`src/rtl/dco_id_counter.sv`:
```
`default_nettype none
// ============================================================================
//  Module   : dco_id_counter
//  Purpose  : DPLL increment/decrement counter stage. Inserts or deletes pulses
//             in a nominal clk/2 stream from loop-filter carry/borrow requests,
//             then divides the stream by a programmable N to recover the clock.
//  Revision : 1.0 - initial release
// ============================================================================
module dco_id_counter #(
    parameter int N_WIDTH = 8
) (
    input  logic               clk,
    input  logic               reset,
    input  logic               enable,
    input  logic               carry,
    input  logic               borrow,
    input  logic [N_WIDTH-1:0] nDiv,
    output logic               idOut,
    output logic               fOut,
    output logic               wrapPulse,
    output logic [3:0]         pendCount,
    output logic               satFlag
);

    localparam logic [3:0]         c_PEND_MAX = 4'b0111;
    localparam logic [3:0]         c_PEND_MIN = 4'b1001;
    localparam logic [N_WIDTH-1:0] c_DIV_MIN  = N_WIDTH'(2);

    // Slot phase, pending correction and divider state
    logic               ph_q,        ph_d;
    logic [3:0]         pend_q,      pend_d;
    logic [N_WIDTH-1:0] div_count_q, div_count_d;
    logic [N_WIDTH-1:0] div_latch_q, div_latch_d;

    // Registered outputs
    logic               id_out_q,    id_out_d;
    logic               f_out_q,     f_out_d;
    logic               wrap_q,      wrap_d;
    logic               sat_q,       sat_d;

    // Combinational decision terms
    logic               w_pend_neg;
    logic               w_pend_pos;
    logic               w_pulse;
    logic signed [4:0]  w_cons;
    logic signed [4:0]  w_sum;
    logic               w_sat_hi;
    logic               w_sat_lo;
    logic               w_last;
    logic [N_WIDTH-1:0] w_count_nxt;
    logic [N_WIDTH-1:0] w_eff_ndiv;
    logic [N_WIDTH:0]   w_half_latch;

    assign w_pend_neg = pend_q[3];
    assign w_pend_pos = ~pend_q[3] & (|pend_q[2:0]);

    // Scheduled slots are dropped while corrections are owed negative;
    // idle slots are filled while corrections are owed positive.
    always_comb begin
        w_pulse = 1'b0;
        w_cons  = 5'sd0;
        if (ph_q) begin
            if (w_pend_neg) begin
                w_cons = 5'sd1;
            end else begin
                w_pulse = 1'b1;
            end
        end else if (w_pend_pos) begin
            w_pulse = 1'b1;
            w_cons  = -5'sd1;
        end
    end

    assign w_sum    = $signed({pend_q[3], pend_q}) + w_cons
                    + $signed({4'b0000, carry}) - $signed({4'b0000, borrow});
    assign w_sat_hi = (w_sum > 5'sd7);
    assign w_sat_lo = (w_sum < -5'sd7);

    assign w_last       = (div_count_q == (div_latch_q - N_WIDTH'(1)));
    assign w_count_nxt  = w_last ? '0 : (div_count_q + N_WIDTH'(1));
    assign w_eff_ndiv   = (nDiv < c_DIV_MIN) ? c_DIV_MIN : nDiv;
    assign w_half_latch = ({1'b0, div_latch_q} + (N_WIDTH+1)'(1)) >> 1;

    always_comb begin
        ph_d        = ph_q;
        pend_d      = pend_q;
        div_count_d = div_count_q;
        div_latch_d = div_latch_q;
        id_out_d    = 1'b0;
        f_out_d     = f_out_q;
        wrap_d      = 1'b0;
        sat_d       = 1'b0;

        if (enable) begin
            ph_d     = ~ph_q;
            id_out_d = w_pulse;
            sat_d    = w_sat_hi | w_sat_lo;

            if (w_sat_hi) begin
                pend_d = c_PEND_MAX;
            end else if (w_sat_lo) begin
                pend_d = c_PEND_MIN;
            end else begin
                pend_d = w_sum[3:0];
            end

            // Duty decode uses the ratio of the period just completed.
            if (w_pulse) begin
                div_count_d = w_count_nxt;
                f_out_d     = ({1'b0, w_count_nxt} < w_half_latch);
                wrap_d      = w_last;
                if (w_last) begin
                    div_latch_d = w_eff_ndiv;
                end
            end
        end
    end

    always_ff @(posedge clk or negedge reset) begin
        if (!reset) begin
            ph_q        <= 1'b0;
            pend_q      <= 4'b0000;
            div_count_q <= '0;
            div_latch_q <= c_DIV_MIN;
            id_out_q    <= 1'b0;
            f_out_q     <= 1'b0;
            wrap_q      <= 1'b0;
            sat_q       <= 1'b0;
        end else begin
            ph_q        <= ph_d;
            pend_q      <= pend_d;
            div_count_q <= div_count_d;
            div_latch_q <= div_latch_d;
            id_out_q    <= id_out_d;
            f_out_q     <= f_out_d;
            wrap_q      <= wrap_d;
            sat_q       <= sat_d;
        end
    end

    assign idOut     = id_out_q;
    assign fOut      = f_out_q;
    assign wrapPulse = wrap_q;
    assign pendCount = pend_q;
    assign satFlag   = sat_q;

endmodule
`default_nettype wire

```
`config.mk`:
```
export PLATFORM = sky130hd
export DESIGN_NAME = dco_id_counter
export DESIGN_NICKNAME = d
export VERILOG_FILES = /design/src/rtl/dco_id_counter.sv
export SDC_FILE = /design/constraint.sdc
export NUM_CORES = 1
export LEC_CHECK = 0
export ABC_CLOCK_PERIOD_IN_PS = 3700
export CORE_MARGIN = 10
export CORE_UTILIZATION = 53
export CTS_BUF_LIST = sky130_fd_sc_hd__clkbuf_2 sky130_fd_sc_hd__clkbuf_4 sky130_fd_sc_hd__clkbuf_8
export CTS_CLUSTER_DIAMETER = 200
export CTS_CLUSTER_SIZE = 14
export DETAILED_ROUTE_END_ITERATION = 10
export PLACE_DENSITY = 0.78
export SLEW_MARGIN = 25
export SYNTH_ARGS = -nofsm -noshare
export SYNTH_HDL_FRONTEND = slang
export SYNTH_SLANG_ARGS = --single-unit
```
`constraint.sdc`:
```
create_clock -name clk -period 3.7 [get_ports clk]
set_input_delay 0.925 -clock clk [delete_from_list [all_inputs] [get_ports clk]]
set_output_delay 0.925 -clock clk [all_outputs]
set_load 0.05 [all_outputs]
```
; Word level (Yosys, flattened, before mapping)
; Index checks and enable logic that the tools add are counted.
[totals]
regBits = 25
output_inout_bits = 8
[classes]
eq_ne = 1
n_reduce_logical = 3
muxes = 14
n_bitwise = 4
order_cmp = 4
add_sub_neg = 6
[op_table]
columns = operator, n
row1 = 8-bit two-way mux, 2
row2 = 5-bit two-way mux, 2
row3 = 8-bit by 1-bit adder with 9-bit output (second input constant), 1
row4 = 8-bit by 1-bit adder with 8-bit output (second input constant), 1
row5 = 8-bit == test, 1
row6 = 8-bit by 2-bit < comparator with 1-bit output (second input constant), 1
row7 = 8-bit < comparator, 1
row8 = 1-bit two-way mux, 8
row9 = 4-bit two-way mux, 2
row10 = 8-bit by 1-bit subtractor with 8-bit output (second input constant), 1
row11 = 4-bit by 5-bit adder with 5-bit output, 1
row12 = 5-bit by 2-bit adder with 5-bit output, 1
row13 = 5-bit by 4-bit greater-than comparator with 1-bit output (second input constant), 1
row14 = 5-bit by 4-bit < comparator with 1-bit output (second input constant), 1
row15 = 5-bit by 2-bit subtractor with 5-bit output, 1
row16 = 3-bit AND reduction, 1
row17 = 3-bit OR reduction, 1
row18 = 1-bit inverter, 2
row19 = 2-bit AND reduction, 1
row20 = 1-bit bitwise AND, 1
row21 = 1-bit OR, 1

; Logic depth before layout (Yosys ltp)
; Gate-level depths: netlist of the first run.
[logic_depth]
ltp_word = 10
ltp_mapped = 15

; Worst setup path after synthesis of the first run
; Ideal clock, no wire load.
[synth_timing]
path_kind = register to register
startpoint = register div_latch_q[1]
endpoint = register f_out_q, in the netlist fOut
t_required_ps = 3630
path_stages_with_launch = 15
arrival_time_ps = 3666
n_path_buf = 1
period_less_slack_ps = 3735
slack_ps = -35
cell_sequence = dfstp_2 inv_1 ha_1 nor2b_1 or3_1 a31o_1 a2111oi_4 buf_2 a21oi_1 ha_1 a21o_1 a21o_1 a2111oi_0 nand4b_1 nand3_1
[synth_between]
elab_chain_cells = 4
elab_cells_between_ends = 5
cone_classes = 2 x add/sub / 1 x order compare / 1 x eq/ne / 1 x mux
[synth_lines]
columns = item, line_no
row1 = "start, declared", 33  ; logic [N_WIDTH-1:0] div_latch_q, div_latch_d;
row2 = "start signal, assigned", 124  ; div_latch_q <= c_DIV_MIN;
row3 = "start signal, assigned", 133  ; div_latch_q <= div_latch_d;
row4 = 8-bit by 1-bit subtractor with 8-bit output, 79  ; assign w_last = (div_count_q == (div_latch_q - N_WIDTH'(1)));
row5 = 8-bit == test, 79
row6 = 8-bit two-way mux, 80  ; assign w_count_nxt = w_last ? '0 : (div_count_q + N_WIDTH'(1));
row7 = net w_count_nxt[5], 50  ; logic [N_WIDTH-1:0] w_count_nxt;
row8 = 8-bit < comparator, 110  ; f_out_d = ({1'b0, w_count_nxt} < w_half_latch);
row9 = "end signal, assigned", 135  ; f_out_q <= f_out_d;
row10 = "end, declared", 37  ; logic f_out_q, f_out_d;
; The timed path passes the listed nets, and every way through them passes these cells.
; A chain may end at the register's enable or synchronous reset.

; Worst setup path in the final report of the first run
; Ends and elaborated chain as after synthesis.

==> results by group, run 1 <==
Yosys
  • Post-Syn Area per Cell: 9.33 um^2
  • Sequential cell area fraction in the yosys report: 0.315
  • Yosys warns: 0
  • Yosys cell types: 48
  • Synthesized flop and latch total: 25
  • Post-synth net total: 245
  • Synth Instances: 213
  • Leading register cell type out of synthesis: dfrtp_1
  • EDFF count, synth: 0
  • Ys async rst share: 1.00
  • Synthesized area: 1990 um^2

Worst hold path
  • Worst Hold Path EP: ph_q
  • Worst min-delay path startpoint: ph_q
  • Hold Path Cell Cnt: 1
  • Worst min path class: reg -> reg

Place
  • Hpwl dp: 3420 um
  • Final GP Congestion: 0.803
  • PortBufs: 20

Power and ir drop
  • Total chip power: 1.69 mW
  • Internal power: 922 uW
  • Leak Pwr: 1.10 nW
  • Pwr/cell area: 713 nW/um^2
  • Clock group share of total power: 0.101
  • Gate power share: 0.653
  • Sequential power share: 0.246
  • Switching power: 766 uW
  • VDD IR max: 0.00111 V
  • Switching portion of total power: 0.454

Drt
  • Final WL: 4420 um
  • Avg WL per Cell: 15.2 um
  • Routed Antenna Nets: 0
  • Initial DRC count: 99
  • Drt drc: 0
  • Pre-antenna DRT Iters: 4
  • Number of vias per cell: 5.65
  • Vias: 1,639

Critical path
  • Worst Setup SP: div_latch_q[1]
  • Startpoint types: flip-flop
  • Crit path max fanout: 9
  • Worst setup EP type: flip-flop
  • Worst setup path category: reg -> reg
  • Arr. time, crit path: 3.72 ns
  • Worst path required time: 3.91 ns
  • R2R Setup Slk: 0.19 ns
  • R2r startpoint: div_latch_q[1]
  • Reg2reg path depth: 15
  • Critical R2R Capture: fOut

GRT
  • Antenna violations before repair: 0
  • First-pass GRT wire length: 7450 um
  • Vias in the first global route: 1,603
  • Largest net degree at the start of global routing: 26
  • Total grt overflow: 0
  • Total track usage: 0.140

STA
  • Max Slew Vio Count: 0
  • Final worst clock skew: 0.00312 ns
  • Max-slew headroom: 0.662
  • Setup violators final: 0
  • Worst slew pin tran: 0.506 ns
  • Fin crit share: 0.950
  • Setup TNS: 0 ns
  • Fmax: 0.285 GHz
  • Post-layout minimum cycle time: 3.51 ns
  • RSZ-0062 raised after global routing: false
  • Final hold violation count: 0

Clock tree
  • CTS Buffer Depth: 2
  • H-Tree Depth: 1
  • Reg clk slew, reported paths: 0.09 ns
  • Clk sinks: 25
  • Worst-Skew Late Latency: 0.27 ns
  • CTS tree: yes
  • Root Buffer: clkbuf_8
  • Total CTS buffers: 3

Final layout
  • Multi-input logic area: 1270 um^2
  • Fillers: 315
  • Antenna cells: 0
  • Nets: 275
  • Storage element area: 627 um^2
  • Layout cells sized above 1: 0.149
  • Area grow syn2layout: 19.1%

Outcome
  • Status: finished, final reports clean

Floorplan
  • Die height: 81.2 um
  • Num rows: 22
  • Effective utilization at floorplan: 0.547
  • Num ports: 21
  • Core region area: 3630 um^2
  • Full die area: 6600 um^2
  • Die Width: 81.2 um

Job
  • Max Cap Viol: 0
-- what timing repair did --
action,in CTS,in global routing
endpoints found under the setup margin,0,1
buffers inserted,0,2
hold buffers,0,0
gates resized for setup,0,4
-- kinds of logic (layout without fill, tap and decap cells) --
group	after synthesis	in the layout	share of synthesized area
buf+inv	25	54	0.0535
simple gates	72	72	0.195
fa+ha+maj	21	21	0.137
flops	25	25	0.315
xor+xnor	19	19	0.0838
compound gates	40	40	0.142
mux	11	11	0.0724
-- final cells by class --
cell class	count	share of cell area
Multi-Input combinational cell	163	0.535
Tap cell	48	0.0254
Clock buffer	4	0.0206
Timing Repair Buffer	33	0.127
Sequential cell	25	0.265
Inverter	17	0.0270
-- flip-flops by register name, indices dropped and copies added (netlist names) --
signal / flops
div_count_q: 8
div_latch_q: 8
fOut: 1
idOut: 1
pendCount: 4
ph_q: 1
satFlag: 1
wrapPulse: 1
-- cell usage in the layout (no fill, tap or decap), drive strengths merged, types with 3 or more instances in the layout --
master and count:
a2111oi 3, a21o 4, a21oi 13, buf 13, clkbuf 4, clkdlybuf4s50 20, dfrtp 24, ha 17
inv 17, mux2 9, nand2 19, nand2b 8, nand3 8, nand4 3, nor2 9, nor2b 3
nor3 5, o21ai 7, o221ai 4, or2 3, or3 3, xnor2 8, xor2 11
-- power by group through the flow --
stage          Combinational [mW]  Sequential (mW)  Clock [mW]
4_1_cts                      1.10            0.415       0.174
3_5_place_dp                 1.09            0.419           0
6_report                     1.10            0.415       0.171
5_1_grt                      1.25            0.425       0.183
2_1_floorplan               0.727            0.514           0
3_3_place_gp                 1.06            0.421           0
-- cell usage after synthesis (all sizes together) (3+ instances only) --
| master | count | area (um^2) |
|---|---|---|
| o21ai | 7 | 35.0 |
| o221ai | 4 | 35.0 |
| nor2b | 3 | 18.8 |
| dfrtp | 24 | 601 |
| a2111oi | 3 | 45.1 |
| xor2 | 11 | 96.3 |
| a21o | 4 | 30.0 |
| a21oi | 13 | 65.1 |
| nor3 | 5 | 25.0 |
| nor2 | 9 | 33.8 |
| nand4 | 3 | 18.8 |
| nand3 | 8 | 40.0 |
| nand2 | 19 | 78.8 |
| inv | 17 | 63.8 |
| ha | 17 | 213 |
| nand2b | 8 | 50.1 |
| xnor2 | 8 | 70.1 |
| or2 | 3 | 18.8 |
| mux2 | 9 | 124 |
| buf | 6 | 35.0 |
| or3 | 3 | 18.8 |
-- metal layers --
metal  GRT usage  share of wire  vias to the layer above  routed length (um)
met5           0              0                        -                   0
met1       0.177           0.47                      802                2070
met3      0.0254          0.037                        5                 164
met2       0.236           0.48                       26                2140
met4      0.0433          0.010                        0                  44
li1            -              -                      806                   -
-- worst max-delay path by stage --
stage               slack [ns]      endpoint  depth (start not counted)
finish                    0.19          fOut                         15
global placement          0.14  pendCount[2]                         10
floorplan                0.004          fOut                         14
CTS                       0.04          fOut                         15
detailed placement        0.13  pendCount[2]                         10
global route             0.008          fOut                         15
-- worst max-delay path, cell delays in order, from the launching register on --
cell and delay, ns:
dfstp_2 0.55, inv_1 0.06, ha_1 0.20, nor2b_1 0.13
or3_1 0.35, a31o_1 0.24, a2111oi_4 0.40, buf_6 0.19
a21oi_1 0.05, ha_1 0.35, nand4_1 0.15, nor2_1 0.08
a2111oi_2 0.35, buf_4 0.17, nand4b_1 0.09, nand3_1 0.08
-- per-stage QoR --
step	cell area [um^2]	std cells	hold slack [ns]	setup slack, ns	util
6_report	2370	290	0.513	0.186	0.652
5_1_grt	2370	290	0.540	0.00833	0.652
4_1_cts	2340	288	0.516	0.0425	0.643
3_5_place_dp	2290	284	0.496	0.126	0.630
3_3_place_gp	2290	284	0.492	0.140	0.630
2_1_floorplan	1990	213	0.476	0.00410	-
Note: power is estimated with default switching activity, not from simulation.
==> inputs of run 2 (changes only) <==
--- a/config.mk
+++ b/config.mk
@@ -5,7 +5,7 @@
 export SDC_FILE = /design/constraint.sdc
 export NUM_CORES = 1
 export LEC_CHECK = 0
-export ABC_CLOCK_PERIOD_IN_PS = 3700
+export ABC_CLOCK_PERIOD_IN_PS = 2900
 export CORE_MARGIN = 10
 export CORE_UTILIZATION = 53
 export CTS_BUF_LIST = sky130_fd_sc_hd__clkbuf_2 sky130_fd_sc_hd__clkbuf_4 sky130_fd_sc_hd__clkbuf_8
==> constraint.sdc (replaced) <==
create_clock -name clk -period 2.9 [get_ports clk]
set_input_delay 0.725 -clock clk [delete_from_list [all_inputs] [get_ports clk]]
set_output_delay 0.725 -clock clk [all_outputs]
set_load 0.05 [all_outputs]
==> run 2 against run 1 <==
Net effect:
- the run now ends with setup timing left
- maximum frequency grew 11%
- cell count grew 4.8%
- combinational power grew 47%
- critical endpoint unchanged
- largest power group unchanged
==> results by group, run 2 (synthesis gave the netlist of run 1 again) <==
STA
  • Fin crit share: 1.09 (+0.142)
  • Final worst setup slack: -0.266 ns (-0.453 ns)
  • Final worst clock skew: 0.0115 ns (+0.00838 ns)
  • Worst slew pin tran: 0.500 ns (-0.00567 ns)
  • Setup TNS: -0.266 ns (-0.266 ns)
  • Fmax: 0.316 GHz (+11%)
  • Final hold violation count: 0 (unchanged)
  • Setup violators final: 1 (+1)
  • Max Slew Vio Count: 0 (unchanged)
  • Post-layout minimum cycle time: 3.17 ns (-0.347 ns)
  • RSZ-0062 raised after global routing: true
  • Max-slew headroom: 0.665 (+0.00379)

GRT
  • Total track usage: 0.142 (+0.00246)
  • Antenna violations before repair: 0 (unchanged)
  • Vias in the first global route: 1,730 (+7.9%)
  • Total grt overflow: 0 (unchanged)
  • First-pass GRT wire length: 7540 um (+1.3%)
  • Largest net degree at the start of global routing: 26 (unchanged)

Clock tree
  • Post-CTS Setup Inserts: 0 (unchanged)
  • CTS Buffer Depth: 2 (unchanged)
  • Reg clk slew, reported paths: 0.09 ns (about the same)
  • Total CTS buffers: 3 (unchanged)
  • Worst-Skew Late Latency: 0.27 ns (about the same)
  • CTS tree: yes
  • Clk sinks: 25 (unchanged)
  • H-Tree Depth: 1 (unchanged)
  • Root Buffer: clkbuf_8
  • Post-CTS Hold Buffers: 0 (unchanged)

Floorplan
  • Full die area: 6600 um^2 (unchanged)
  • Num ports: 21 (unchanged)
  • Core region area: 3630 um^2 (unchanged)
  • Die height: 81.2 um (unchanged)
  • Die Width: 81.2 um (unchanged)
  • Num rows: 22 (unchanged)
  • Effective utilization at floorplan: 0.547 (unchanged)

Drt
  • WL met1: 1940 um (-6.5%)
  • Pre-antenna DRT Iters: 4 (unchanged)
  • Initial DRC count: 88 (-11%)
  • Top sig layer: met4
  • Drt drc: 0 (unchanged)
  • Routed Antenna Nets: 0 (unchanged)
  • Vias: 1,664 (+1.5%)
  • Number of vias per cell: 5.47 (-3.2%)
  • Avg WL per Cell: 14.7 um (-3.5%)
  • DR WL met3: 114 um (-30%)
  • Final WL: 4470 um (+1.2%)
  • Met2 wire len: 2390 um (+11%)

Outcome
  • Failing checks: setup timing
  • Status: finished, violations left

Final layout
  • Storage element area: 632 um^2 (+0.80%)
  • Antenna cells: 0 (unchanged)
  • Multi-input logic area: 1330 um^2 (+5.1%)
  • Commonest non-fill, non-tap cell in the layout: buf_4
  • Most frequent cells in the layout: buf_4 (27), dfrtp_1 (20), clkdlybuf4s50_1 (19), nand2_1 (18)
  • Area grow syn2layout: 27.7%
  • Fillers: 296 (-6.0%)
  • Layout cells sized above 1: 0.250 (+0.101)
  • Nets: 289 (+5.1%)

Worst hold path
  • Worst min path class: reg -> reg

Critical path
  • Worst setup path category: reg -> reg
  • Worst path required time: 3.11 ns (-0.80 ns)
  • Critical path's slowest cell: dfstp_2
  • Worst setup EP type: flip-flop
  • Startpoint types: flip-flop
  • Crit path max fanout: 7 (-2)
  • Critical path, cell by cell: inv_2 > ha_4 > o21bai_1 > a2111oi_2 > a311oi_1 > a2111oi_4 > buf_4 > a21oi_2 > ha_1 > a21o_1 > a21o_1 > a2111oi_4 > o31ai_1 > nand3_1
  • Arr. time, crit path: 3.38 ns (-0.34 ns)
  • CP max stage delay: 0.54 ns (about the same)

Place
  • Hpwl dp: 3570 um (+4.4%)
  • PortBufs: 20 (unchanged)
  • Final GP Congestion: 0.850 (+5.9%)

Power and ir drop
  • Internal power: 1.35 mW (+46%)
  • Gate power share: 0.685 (+0.032)
  • Total chip power: 2.36 mW (+40%)
  • Sequential power share: 0.226 (-0.020)
  • Switching power: 1.02 mW (+33%)
  • Clock group share of total power: 0.090 (-0.011)
  • Pwr/cell area: 932 nW/um^2 (+31%)
  • Switching portion of total power: 0.430 (-0.0239)
  • Leak Pwr: 1.17 nW (+6.3%)
  • VDD IR max: 0.000938 V (-15%)

Job
  • Max Cap Viol: 0 (unchanged)
## run 2: area by class of cell
cell class / count / share of cell area
flip-flops and latches: 25 / 0.249
repair buffers: 47 / 0.158
well taps: 48 / 0.0237
inverters: 17 / 0.0251
multi-input cells: 163 / 0.525
clock buffers: 4 / 0.0192
## run 2: per-layer routing
metal | up-vias | global-route usage
met1 | 800 | 0.164
met2 | 28 | 0.259
met4 | 0 | 0.0519
met3 | 4 | 0.0210
met5 | - | 0
li1 | 832 | -
## run 2: final timing paths
| kind | from | to | slack, ns | cells past startpoint |
|---|---|---|---|---|
| setup / recovery | div_latch_q[1] | fOut | -0.27 | 14 |
| hold reg to reg | fOut | fOut | 0.51 | 2 |
| min in group asynchronous | reset | div_count_q[5] | 0.82 | 2 |
| max in group asynchronous | reset | div_latch_q[1] | 1.77 | 2 |
| hold / removal | fOut | fOut | 0.51 | 2 |
| setup reg to reg | div_latch_q[1] | fOut | -0.27 | 14 |
## run 2: what timing repair did
| action | 4_1_cts | 5_1_grt |
|---|---|---|
| resized for setup | 6 | 0 |
| gates cloned | 0 | 0 |
| pin swaps | 2 | 1 |
| endpoints found under the setup margin | 4 | 1 |
## run 2: power by group through the flow
| stage | combinational, mW | sequential [mW] | clock, mW |
|---|---|---|---|
| 6_report | 1.62 | 0.534 | 0.212 |
| 5_1_grt | 1.82 | 0.546 | 0.231 |
| 4_1_cts | 1.64 | 0.536 | 0.219 |
| 3_5_place_dp | 1.61 | 0.541 | 0 |
| 3_3_place_gp | 1.57 | 0.539 | 0 |
| 2_1_floorplan | 1.00 | 0.667 | 0 |
## run 2: through the flow
| stage | util | instance area (um^2) | instances | setup slack (ns) | hold slack [ns] |
|---|---|---|---|---|---|
| 2_1_floorplan | - | 2050 | 213 | -0.405 | 0.429 |
| 3_3_place_gp | 0.679 | 2470 | 300 | -0.336 | 0.487 |
| 3_5_place_dp | 0.679 | 2470 | 300 | -0.388 | 0.493 |
| 4_1_cts | 0.698 | 2540 | 304 | -0.270 | 0.515 |
| 5_1_grt | 0.698 | 2540 | 304 | -0.466 | 0.545 |
| 6_report | 0.698 | 2540 | 304 | -0.266 | 0.509 |
## run 2: critical path, delay by kind of cell, from the launching register on
family          cells  cell delay (ns)
buf+inv             2             0.26
simple gates        1             0.10
flops               1             0.54
fa+ha+maj           2             0.45
compound gates      9             1.78
==> inputs of run 3 (changes only) <==
--- a/config.mk
+++ b/config.mk
@@ -6,7 +6,7 @@
 export NUM_CORES = 1
 export LEC_CHECK = 0
 export ABC_CLOCK_PERIOD_IN_PS = 2900
-export CORE_MARGIN = 10
+export CORE_MARGIN = 2
 export CORE_UTILIZATION = 53
 export CTS_BUF_LIST = sky130_fd_sc_hd__clkbuf_2 sky130_fd_sc_hd__clkbuf_4 sky130_fd_sc_hd__clkbuf_8
 export CTS_CLUSTER_DIAMETER = 200
==> run 3 against run 2 <==
Net effect:
- the flow still finishes with violations (setup timing)
- routed wire length increased by 3.6%
- cell count increased by 0.66%
- via count increased by 1.6%
- clock power increased by 5%
- die area decreased by 36%
- critical endpoint unchanged
- sequential power increased by 3%
- largest power group unchanged
==> results by group, run 3 (synthesis gave the netlist of run 1 again) <==
Power and ir drop
  • VDD IR max: 0.00117 V (+25%)
  • Total chip power: 2.46 mW (+4.3%)
  • Leak Pwr: 1.18 nW (+1.2%)
  • Sequential power share: 0.223 (-0.003)
  • Gate power share: 0.687 (+0.002)
  • Internal power: 1.38 mW (+2.1%)
  • Pwr/cell area: 959 nW/um^2 (+3.0%)
  • Clock group share of total power: 0.090 (about the same)
  • Switching power: 1.09 mW (+7.2%)
  • Switching portion of total power: 0.442 (+0.0120)

Final layout
  • Most frequent cells in the layout: buf_4 (29), dfrtp_1 (20), clkdlybuf4s50_1 (19), nand2_1 (18), ha_1 (15)
  • Final Non-Filler Cells: 306 (+0.66%)
  • Antenna cells: 0 (unchanged)
  • Nets: 291 (+0.69%)
  • Layout cells sized above 1: 0.264 (+0.0136)
  • Fillers: 292 (-1.4%)
  • Commonest non-fill, non-tap cell in the layout: buf_4
  • Area grow syn2layout: 29.3%

STA
  • Setup violators final: 1 (unchanged)
  • Final hold violation count: 0 (unchanged)
  • Fmax: 0.307 GHz (-2.9%)
  • Fin crit share: 1.12 (+0.0328)
  • Final worst clock skew: 0.00311 ns (-0.00839 ns)
  • RSZ-0062 raised after global routing: true
  • Max-slew headroom: 0.664 (-0.00165)
  • Max Slew Vio Count: 0 (unchanged)
  • Post-layout minimum cycle time: 3.26 ns (+0.0951 ns)
  • Worst slew pin tran: 0.503 ns (+0.00247 ns)
  • Final worst setup slack: -0.361 ns (-0.0951 ns)

Critical path
  • Worst setup path category: reg -> reg
  • Arr. time, crit path: 3.47 ns (+0.09 ns)
  • Worst setup EP type: flip-flop
  • Critical path, cell by cell: inv_2 > ha_4 > o21bai_1 > a2111oi_2 > a311oi_1 > a2111oi_4 > buf_4 > a21oi_2 > ha_1 > a21o_1 > a21o_1 > a2111oi_4 > o31ai_1 > nand3_1
  • Startpoint types: flip-flop
  • Top delay family on crit path: compound AO/OA/AOI/OAI gates
  • Worst path bufs/invs: 2 (unchanged)
  • Critical path's slowest cell: dfstp_2
  • CP max stage delay: 0.54 ns (about the same)
  • Crit path max fanout: 7 (unchanged)
  • Worst path required time: 3.11 ns (about the same)

Drt
  • Initial DRC count: 121 (+38%)
  • Number of vias per cell: 5.53 (+0.96%)
  • Final WL: 4630 um (+3.6%)
  • Pre-antenna DRT Iters: 4 (unchanged)
  • Routed Antenna Nets: 0 (unchanged)
  • Drt drc: 0 (unchanged)
  • Vias: 1,691 (+1.6%)
  • Avg WL per Cell: 15.1 um (+2.9%)

Job
  • Max Cap Viol: 0 (unchanged)

Clock tree
  • CTS tree: yes
  • H-Tree Depth: 1 (unchanged)
  • CTS Buffer Depth: 2 (unchanged)
  • Root Buffer: clkbuf_8
  • Reg clk slew, reported paths: 0.09 ns (about the same)
  • Clk sinks: 25 (unchanged)
  • Total CTS buffers: 3 (unchanged)
  • Worst-Skew Late Latency: 0.27 ns (about the same)
  • Post-CTS Hold Buffers: 0 (unchanged)

GRT
  • Antenna violations before repair: 0 (unchanged)
  • Total grt overflow: 0 (unchanged)
  • First-pass GRT wire length: 7570 um (+0.37%)
  • Total track usage: 0.230 (+0.0881)
  • Largest net degree at the start of global routing: 26 (unchanged)
  • Vias in the first global route: 1,671 (-3.4%)

Place
  • Final GP Congestion: 0.863 (+1.6%)
  • Worst slack, placed: -0.440 ns (-0.0513 ns)
  • Hpwl dp: 3520 um (-1.6%)
  • PortBufs: 20 (unchanged)
  • Placed Instances: 300 (unchanged)

Floorplan
  • Core region area: 3630 um^2 (unchanged)
  • Effective utilization at floorplan: 0.547 (unchanged)
  • Num ports: 21 (unchanged)
  • Die Width: 65.2 um (-20%)
  • Num rows: 22 (unchanged)
  • Die height: 65.2 um (-20%)
  • Full die area: 4250 um^2 (-36%)

Outcome
  • Status: finished, violations left
  • Failing checks: setup timing

Worst hold path
  • Worst min path class: reg -> reg
run 3: changes by cell type in the layout (fill, tap and decap cells not counted), sizes merged:
cell | before | now
buf | 27 | 29
run 3: worst min-delay path, cell delays in order, from the launching register on:
cell and delay, ns:
dfrtp_1 0.35, nand2_1 0.05, nand3_1 0.07
run 3: metal layers:
| metal | wire, um | vias to the layer above | part of all wire | GRT usage |
|---|---|---|---|---|
| met5 | 0 | - | 0 | 0 |
| met4 | 66 | 0 | 0.014 | 0.0703 |
| met2 | 2550 | 28 | 0.55 | 0.430 |
| li1 | - | 837 | - | - |
| met3 | 77 | 8 | 0.017 | 0.0223 |
| met1 | 1940 | 818 | 0.42 | 0.277 |
run 3: path summary, 6_finish.rpt:
| check | to | slack [ns] | depth (start not counted) | startpoint |
|---|---|---|---|---|
| worst max register to register | fOut | -0.36 | 14 | div_latch_q[1] |
| max in group asynchronous | div_latch_q[1] | 1.79 | 2 | reset |
| min in group asynchronous | div_count_q[5] | 0.82 | 2 | reset |
| worst min register to register | fOut | 0.51 | 2 | fOut |
| worst max-delay path | fOut | -0.36 | 14 | div_latch_q[1] |
| worst min-delay path | fOut | 0.51 | 2 | fOut |
run 3: power groups by stage:
stage | Clock, mW | Combinational, mW | Sequential [mW]
floorplan | 0 | 1.00 | 0.667
global placement | 0 | 1.56 | 0.539
detailed placement | 0 | 1.63 | 0.541
CTS | 0.223 | 1.67 | 0.536
global route | 0.241 | 1.88 | 0.560
finish | 0.222 | 1.69 | 0.550
run 3: stage by stage:
| step | utilization | hold slack [ns] | TNS [ns] | cell area, um^2 |
|---|---|---|---|---|
| finish | 0.707 | 0.509 | -0.361 | 2570 |
| global route | 0.707 | 0.577 | -0.574 | 2570 |
| CTS | 0.700 | 0.520 | -0.366 | 2540 |
| detailed placement | 0.679 | 0.495 | -1.94 | 2470 |
| global placement | 0.679 | 0.489 | -1.42 | 2470 |
| floorplan | - | 0.429 | -0.405 | 2050 |
run 3: layout make-up:
cell class | count | area, um^2 | area share
multi-input cells | 163 | 1350 | 0.525
clock buffers | 4 | 48.8 | 0.0190
flip-flops and latches | 25 | 632 | 0.246
well taps | 48 | 60.1 | 0.0234
inverters | 17 | 63.8 | 0.0248
repair buffers | 49 | 417 | 0.162
run 3: timing repair:
item                                    in CTS  in global routing
cloned                                       0                  0
hold endpoints to repair                     0                  0
pin swaps                                    4                  4
endpoints found under the setup margin       4                  3
gates resized for setup                      6                  4
buffers inserted                             1                  1
